[src/rtl/riscv_pkg.sv]
// Shared types and constants for the integer register file and its writeback path.
package riscv_pkg;

  localparam int XLEN         = 32;
  localparam int REG_ADDR_W   = 5;
  localparam int NUM_REGS     = 32;
  localparam int STARVE_CNT_W = 4;

  // One writeback request as seen by the arbiter.
  typedef struct packed {
    logic                  valid;
    logic [REG_ADDR_W-1:0] rd;
    logic [XLEN-1:0]       data;
  } wb_req_t;

  // Which requester wins when both ex and lsu want the write port.
  typedef enum logic {
    PRIO_LSU = 1'b0,
    PRIO_EX  = 1'b1
  } prio_t;

  // One-hot register select. x0 never maps to a bit because it is never tracked.
  function automatic logic [NUM_REGS-1:0] reg_onehot(input logic [REG_ADDR_W-1:0] addr);
    logic [NUM_REGS-1:0] mask;
    mask       = '0;
    mask[addr] = 1'b1;
    mask[0]    = 1'b0;
    return mask;
  endfunction

endpackage

[src/rtl/wb_scoreboard.sv]
// Pending-write scoreboard: one busy bit per architectural register, set when
// decode issues a writer and cleared when the registered write stage commits it.
module wb_scoreboard (
  input  logic                                clk,
  input  logic                                rst,
  input  logic                                clr_en,
  input  logic [riscv_pkg::REG_ADDR_W-1:0]    clr_addr,
  input  logic                                issue_valid,
  input  logic [riscv_pkg::REG_ADDR_W-1:0]    issue_rd,
  input  logic [riscv_pkg::REG_ADDR_W-1:0]    rs1_addr,
  input  logic [riscv_pkg::REG_ADDR_W-1:0]    rs2_addr,
  output logic                                issue_ready,
  output logic                                hazard,
  output logic [riscv_pkg::NUM_REGS-1:0]      busy_mask
);
  import riscv_pkg::*;

  logic [NUM_REGS-1:0] busy_q;
  logic [NUM_REGS-1:0] set_mask;
  logic [NUM_REGS-1:0] clr_mask;

  // Issue and hazard checks look only at the registered bits, so a bit being
  // cleared this cycle still blocks a new writer to the same register.
  always_comb begin
    issue_ready = (issue_rd == '0) || !busy_q[issue_rd];
    hazard      = ((rs1_addr != '0) && busy_q[rs1_addr]) ||
                  ((rs2_addr != '0) && busy_q[rs2_addr]);
    set_mask    = (issue_valid && issue_ready) ? reg_onehot(issue_rd) : '0;
    clr_mask    = clr_en ? reg_onehot(clr_addr) : '0;
  end

  // Busy bits: clear on commit, then set on issue so a same-cycle set wins.
  always_ff @(posedge clk or posedge rst) begin
    if (rst) begin
      busy_q <= '0;
    end else begin
      busy_q <= (busy_q & ~clr_mask) | set_mask;
    end
  end

  assign busy_mask = busy_q;

endmodule

[src/rtl/regfile_wb_arbiter.sv]
// Shares the register file write port between ex and lsu writeback, with a
// starvation guard for ex and one registered stage in front of the regfile.
module regfile_wb_arbiter #(
  parameter int STARVE_MAX = 4,
  parameter int XLEN       = 32
) (
  input  logic                              clk,
  input  logic                              rst,
  input  logic                              ex_valid,
  output logic                              ex_ready,
  input  logic [riscv_pkg::REG_ADDR_W-1:0]  ex_rd,
  input  logic [XLEN-1:0]                   ex_data,
  input  logic                              lsu_valid,
  output logic                              lsu_ready,
  input  logic [riscv_pkg::REG_ADDR_W-1:0]  lsu_rd,
  input  logic [XLEN-1:0]                   lsu_data,
  input  logic                              issue_valid,
  input  logic [riscv_pkg::REG_ADDR_W-1:0]  issue_rd,
  output logic                              issue_ready,
  input  logic [riscv_pkg::REG_ADDR_W-1:0]  rs1_addr,
  input  logic [riscv_pkg::REG_ADDR_W-1:0]  rs2_addr,
  output logic                              hazard,
  output logic [riscv_pkg::NUM_REGS-1:0]    busy_mask,
  output logic                              rd_wren,
  output logic [riscv_pkg::REG_ADDR_W-1:0]  rd_addr,
  output logic [XLEN-1:0]                   rd_data
);
  import riscv_pkg::*;

  localparam logic [STARVE_CNT_W-1:0] STARVE_LIM = STARVE_CNT_W'(STARVE_MAX);

  prio_t                     state;
  prio_t                     state_next;
  logic [STARVE_CNT_W-1:0]   starve_cnt;
  logic [STARVE_CNT_W-1:0]   starve_cnt_next;
  logic                      ex_grant;
  logic                      lsu_grant;
  logic [REG_ADDR_W-1:0]     sel_rd;
  logic [XLEN-1:0]           sel_data;

  // Priority state and the count of consecutive ex losses.
  always_ff @(posedge clk or posedge rst) begin
    if (rst) begin
      state      <= PRIO_LSU;
      starve_cnt <= '0;
    end else begin
      state      <= state_next;
      starve_cnt <= starve_cnt_next;
    end
  end

  // Any ex grant forgives past losses; a contested lsu win adds one, capped at the limit.
  always_comb begin
    starve_cnt_next = starve_cnt;
    if (ex_grant) begin
      starve_cnt_next = '0;
    end else if (lsu_grant && ex_valid && (starve_cnt < STARVE_LIM)) begin
      starve_cnt_next = starve_cnt + 1'b1;
    end
    state_next = (starve_cnt_next == STARVE_LIM) ? PRIO_EX : PRIO_LSU;
  end

  // Grants: a lone requester always wins, contention goes to the priority holder.
  always_comb begin
    ex_grant  = ex_valid  && (!lsu_valid || (state == PRIO_EX));
    lsu_grant = lsu_valid && (!ex_valid  || (state == PRIO_LSU));
    ex_ready  = ex_grant;
    lsu_ready = lsu_grant;
    sel_rd    = ex_grant ? ex_rd   : lsu_rd;
    sel_data  = ex_grant ? ex_data : lsu_data;
  end

  // Registered write stage; x0 writes are accepted but never reach the regfile.
  always_ff @(posedge clk or posedge rst) begin
    if (rst) begin
      rd_wren <= 1'b0;
      rd_addr <= '0;
      rd_data <= '0;
    end else if (ex_grant || lsu_grant) begin
      rd_wren <= (sel_rd != '0);
      rd_addr <= sel_rd;
      rd_data <= sel_data;
    end else begin
      rd_wren <= 1'b0;
    end
  end

  wb_scoreboard u_scoreboard (
    .clk         (clk),
    .rst         (rst),
    .clr_en      (rd_wren),
    .clr_addr    (rd_addr),
    .issue_valid (issue_valid),
    .issue_rd    (issue_rd),
    .rs1_addr    (rs1_addr),
    .rs2_addr    (rs2_addr),
    .issue_ready (issue_ready),
    .hazard      (hazard),
    .busy_mask   (busy_mask)
  );

endmodule

[config.mk]
export PLATFORM = sky130hd
export DESIGN_NAME = regfile_wb_arbiter
export DESIGN_NICKNAME = d
export VERILOG_FILES = /design/src/rtl/riscv_pkg.sv /design/src/rtl/wb_scoreboard.sv /design/src/rtl/regfile_wb_arbiter.sv
export SDC_FILE = /design/constraint.sdc
export NUM_CORES = 1
export LEC_CHECK = 0
export CAP_MARGIN = 30
export CORE_MARGIN = 4
export CORE_UTILIZATION = 43
export DETAILED_ROUTE_END_ITERATION = 6
export MAX_ROUTING_LAYER = met4
export PLACE_DENSITY = 0.91
export SKIP_CTS_REPAIR_TIMING = 1
export SLEW_MARGIN = 40
export SYNTH_ARGS = -nofsm -noshare
export SYNTH_HDL_FRONTEND = slang
export SYNTH_SLANG_ARGS = --single-unit
[constraint.sdc]
create_clock -name clk -period 3 [get_ports clk]
set_clock_uncertainty 0.15 [all_clocks]
set_input_delay 0.6 -clock clk [delete_from_list [all_inputs] [get_ports clk]]
set_output_delay 0.6 -clock clk [all_outputs]
set_load 0.02 [all_outputs]
==> summary.md <==
| Metric | Value |
|---|---|
| Post-DR vias/cell | approximately 6 |
| Half-perimeter wire length after placement | 11000 µm |
| Total number of vias | about 4300 |
| Average size of a mapped cell | ~10 µm² |
| Largest delay contributor family on the critical path | multiplexers |
| Maximum fanout count along the critical path | 5 |
| Run status | complete, but fails checks |
| Share of the synthesized area in the top cell type | between 40% and 50% |
| Final weighted congestion in routability-driven placement | between 1 and 1.5 |
| Setup CP Type | in -> out |
| First-pass GRT wire length | between 20000 and 25000 µm |
| Largest incremental delay on the critical path | 0.50 ns |
| Number of buffers created by CTS | 9 |
| Register bit total from synthesis | 74 |
| Number of synthesized flops with an enable pin | 0 |
| Post-synthesis cell type count | 48 |
| Chip Width | roughly 100 µm |
| Upper clock frequency limit | 0.332 GHz |
| Yosys Warn Count | 0 |
| Critical-path top delay cell | sky130_fd_sc_hd__mux4_2 |
| Initial antenna violation count | 0 |
| Post-synth ARST share | between 90% and 100% |
| Pre-antenna DRT Iters | 5 |
| IO Port Bufs | roughly 170 |
| Chip height | between 100 and 150 µm |
| Net switching power of the design | around 1.7 mW |
| Fin cells | 702 |
| Largest area contributor in the synthesized netlist | sky130_fd_sc_hd__dfrtp_1 |
| Leak Pwr | approximately 2.6 nW |
| Worst path buffer plus inverter count | 3 |
| Final Slew Violations | 0 |
| Maximum buffer depth of the clock tree | 2 |
| Worst IR Drop VDD | between 0.0003 and 0.0004 V |
| Number of remaining DRC errors | 0 |
| Netlist area before placement | around 4000 µm² |
| Count of nets left with antenna violations after detail routing | 0 |
| Post-layout min period | between 3 and 4 ns |
| Fillers | ~600 |
| CTS tree | built |
| Crit path launch type | primary input |
| Total power density per cell area | 747 nW/µm² |
| CP Cell Sequence | buf_2 > buf_12 > mux4_2 > mux2i_2 > a31oi_1 > a311o_1 > buf_2 |
| Internal Pwr Total | around 3.0 mW |
| Number of levels in the clock H-tree | 3 |
| Portion of total power attributed to sequential cells | approximately a third |
| Proportion of total power due to net switching | around 37% |
| Count of final hold-check violations | 0 |
| Net count of the mapped netlist | 487 |
| Effective utilization at floorplan | between 40 and 50% |
| Maximum number of pins on one net before global-route repair | 39 |
| Sort of element at the end of the critical path | primary output |
| Worst-Margin Slew | between 0.7 and 0.8 ns |
| Cell area after placement | ~6000 µm² |
| Syn-to-layout area delta | 59.5% |
| Violated checks | setup timing |
| Required time of the worst setup path | approximately 2.3 ns |
| Clock power share | between 10% and 20% |
| Net total in the final layout | between 600 and 700 |
| Share of synthesized area occupied by flip-flops and latches | 46.8% |
| Std-Cell Rows | 34 |
| Violation count after the first detailed-routing iteration | 394 |
| Setup slack of the critical path after layout | -0.0113 ns |
| Final setup vio count | 1 |
| Total placed cells including tap cells | 682 |
| Detail-routed net length per standard cell | slightly above 20 µm |
| Via count of the first global-routing pass | about 4500 |
| Core Area | roughly 9000 µm² |
| Top cells by area, synth | sky130_fd_sc_hd__dfrtp_1 (47%), sky130_fd_sc_hd__mux4_2 (10%), sky130_fd_sc_hd__nor2_1 (8.2%), sky130_fd_sc_hd__o21ai_0 (7.7%), sky130_fd_sc_hd__o22ai_1 (6.3%) |
| Clock Sinks | 74 |
| Final worst path period share | 100% |
| Total congestion overflow | 0 |
| Sum Neg Setup Slack | -0.0113 ns |
| Instance count of the mapped netlist | 392 |
| Final core occ | between 70 and 80% |
| Hold crit path type | reg -> reg |
| Total routed wirelength | about 15000 µm |
| Clock transition time at the flip-flop clock pins of the worst setup and hold paths | approximately 0.080 ns |
| Antenna cell count | 0 |
| Number of primary I/O pins | about 170 |
| DIE AREA | roughly 11000 µm² |
| Final std cell area, no fill | ~6300 µm² |
| Clock latency on the worst-skew pair | roughly 0.34 ns |
| Power share of the combinational group | between 40 and 50% |
| GRT Overall Usage | ~27% |
| Post-place setup slack | -0.824 ns |
| Dominant cell type by count on the critical path | sky130_fd_sc_hd__buf_2 |
| Count of maximum capacitance violations | 0 |
| Root Buffer Master | sky130_fd_sc_hd__clkbuf_8 |
| Fraction of layout cells with a size suffix above 1 | between 10% and 20% |
| Crit path arrival time | ~2.3 ns |
| Max-Slew Margin vs Limit | between 50 and 60% |
| Top_reg_cell synth | sky130_fd_sc_hd__dfrtp_1 |
## final cells by class
type	count	area (µm²)	area share [%]
clock buffer	10	138	2.18
clock inverter	5	103	1.63
inverter	6	22.5	0.357
multi-input combinational	290	1980	31.4
sequential	74	1850	29.4
tap	108	135	2.14
timing repair buffer	209	2080	32.9
## worst min-delay path, cell delays in order (launching register included)
cell and delay (ns):
sky130_fd_sc_hd__dfrtp_1 0.35, sky130_fd_sc_hd__o22ai_1 0.08, sky130_fd_sc_hd__nor2_1 0.09
## worst paths after layout
path,startpoint,to,slack (ns),cells past startpoint
hold reg to reg,rd_data[6]$_DFFE_PP0P_,rd_data[6]$_DFFE_PP0P_,0.40,2
setup reg to reg,u_scoreboard.busy_mask[8]$_DFF_PP0_,u_scoreboard.busy_mask[15]$_DFF_PP0_,0.91,5
min in group asynchronous,rst,rd_data[3]$_DFFE_PP0P_,0.50,2
hold / removal,rd_data[6]$_DFFE_PP0P_,rd_data[6]$_DFFE_PP0P_,0.40,2
max in group asynchronous,rst,u_scoreboard.busy_mask[27]$_DFF_PP0_,1.60,3
setup / recovery,rs2_addr[0],hazard,-0.01,7
## power groups by stage
| stage | Combinational, mW | Sequential (mW) | Clock (mW) |
|---|---|---|---|
| after floorplan | 0.706 | 1.86 | 0 |
| after global placement | 2.05 | 1.59 | 0 |
| after detailed placement | 2.12 | 1.62 | 0 |
| after CTS | 2.14 | 1.60 | 0.942 |
| after global routing | 2.30 | 1.65 | 0.988 |
| final | 2.16 | 1.62 | 0.931 |
## cells by family (layout without fill, tap and decap cells)
logic type / after synthesis / in the layout / synth area share (%)
other: 1 / 1 / 0.0948
and+or+nand+nor: 143 / 143 / 17.5
DFF: 74 / 74 / 46.8
AOI/OAI and AO/OA: 115 / 115 / 16.8
buffers and inverters: 28 / 230 / 3.77
adders and majority gates: 1 / 1 / 0.316
muxes: 30 / 30 / 14.7
## cell usage after synthesis (all sizes together), types with 4 or more instances
| cell type | n |
|---|---|
| buf | 8 |
| mux2 | 5 |
| nor2 | 86 |
| clkbuf | 14 |
| or3b | 5 |
| o21ai | 65 |
| o22ai | 40 |
| mux2i | 4 |
| nand3 | 5 |
| nand3b | 10 |
| nand2 | 12 |
| mux4 | 21 |
| inv | 6 |
| dfrtp | 74 |
## layer usage
metal	GRT usage [%]	part of all wire (%)	up-vias
li1	-	-	1858
met1	31.8	36	2057
met2	45.6	51	302
met3	7.32	10	39
met4	9.78	2.8	0
met5	-	0	-
## registers in the layout, summed over array words and instances, names as in the netlist
name / count
rd_addr: 5
starve_cnt: 4
rd_data: 32
state: 1
u_scoreboard.busy_mask: 31
rd_wren: 1
## layout by cell type (no fill, tap or decap), drive strengths merged, types with 2 or more instances in the layout
cell type / instances
a31oi: 2
buf: 43
bufinv: 3
clkbuf: 14
clkdlybuf4s50: 157
dfrtp: 74
dlymetal6s2s: 5
inv: 6
mux2: 5
mux2i: 4
mux4: 21
nand2: 12
nand2b: 3
nand3: 5
nand3b: 10
nand4: 3
nor2: 86
nor3: 3
nor3b: 3
o21ai: 65
o22ai: 40
or3: 2
or3b: 5
or4: 2
## stage by stage
stage          power (mW)  hold WS [ns]
3_3_place_gp         3.64         0.366
2_1_floorplan        2.56         0.362
6_report             4.71         0.401
4_1_cts              4.68         0.405
5_1_grt              4.93         0.430
3_5_place_dp         3.74         0.385
(Power assumes the default switching activity.)
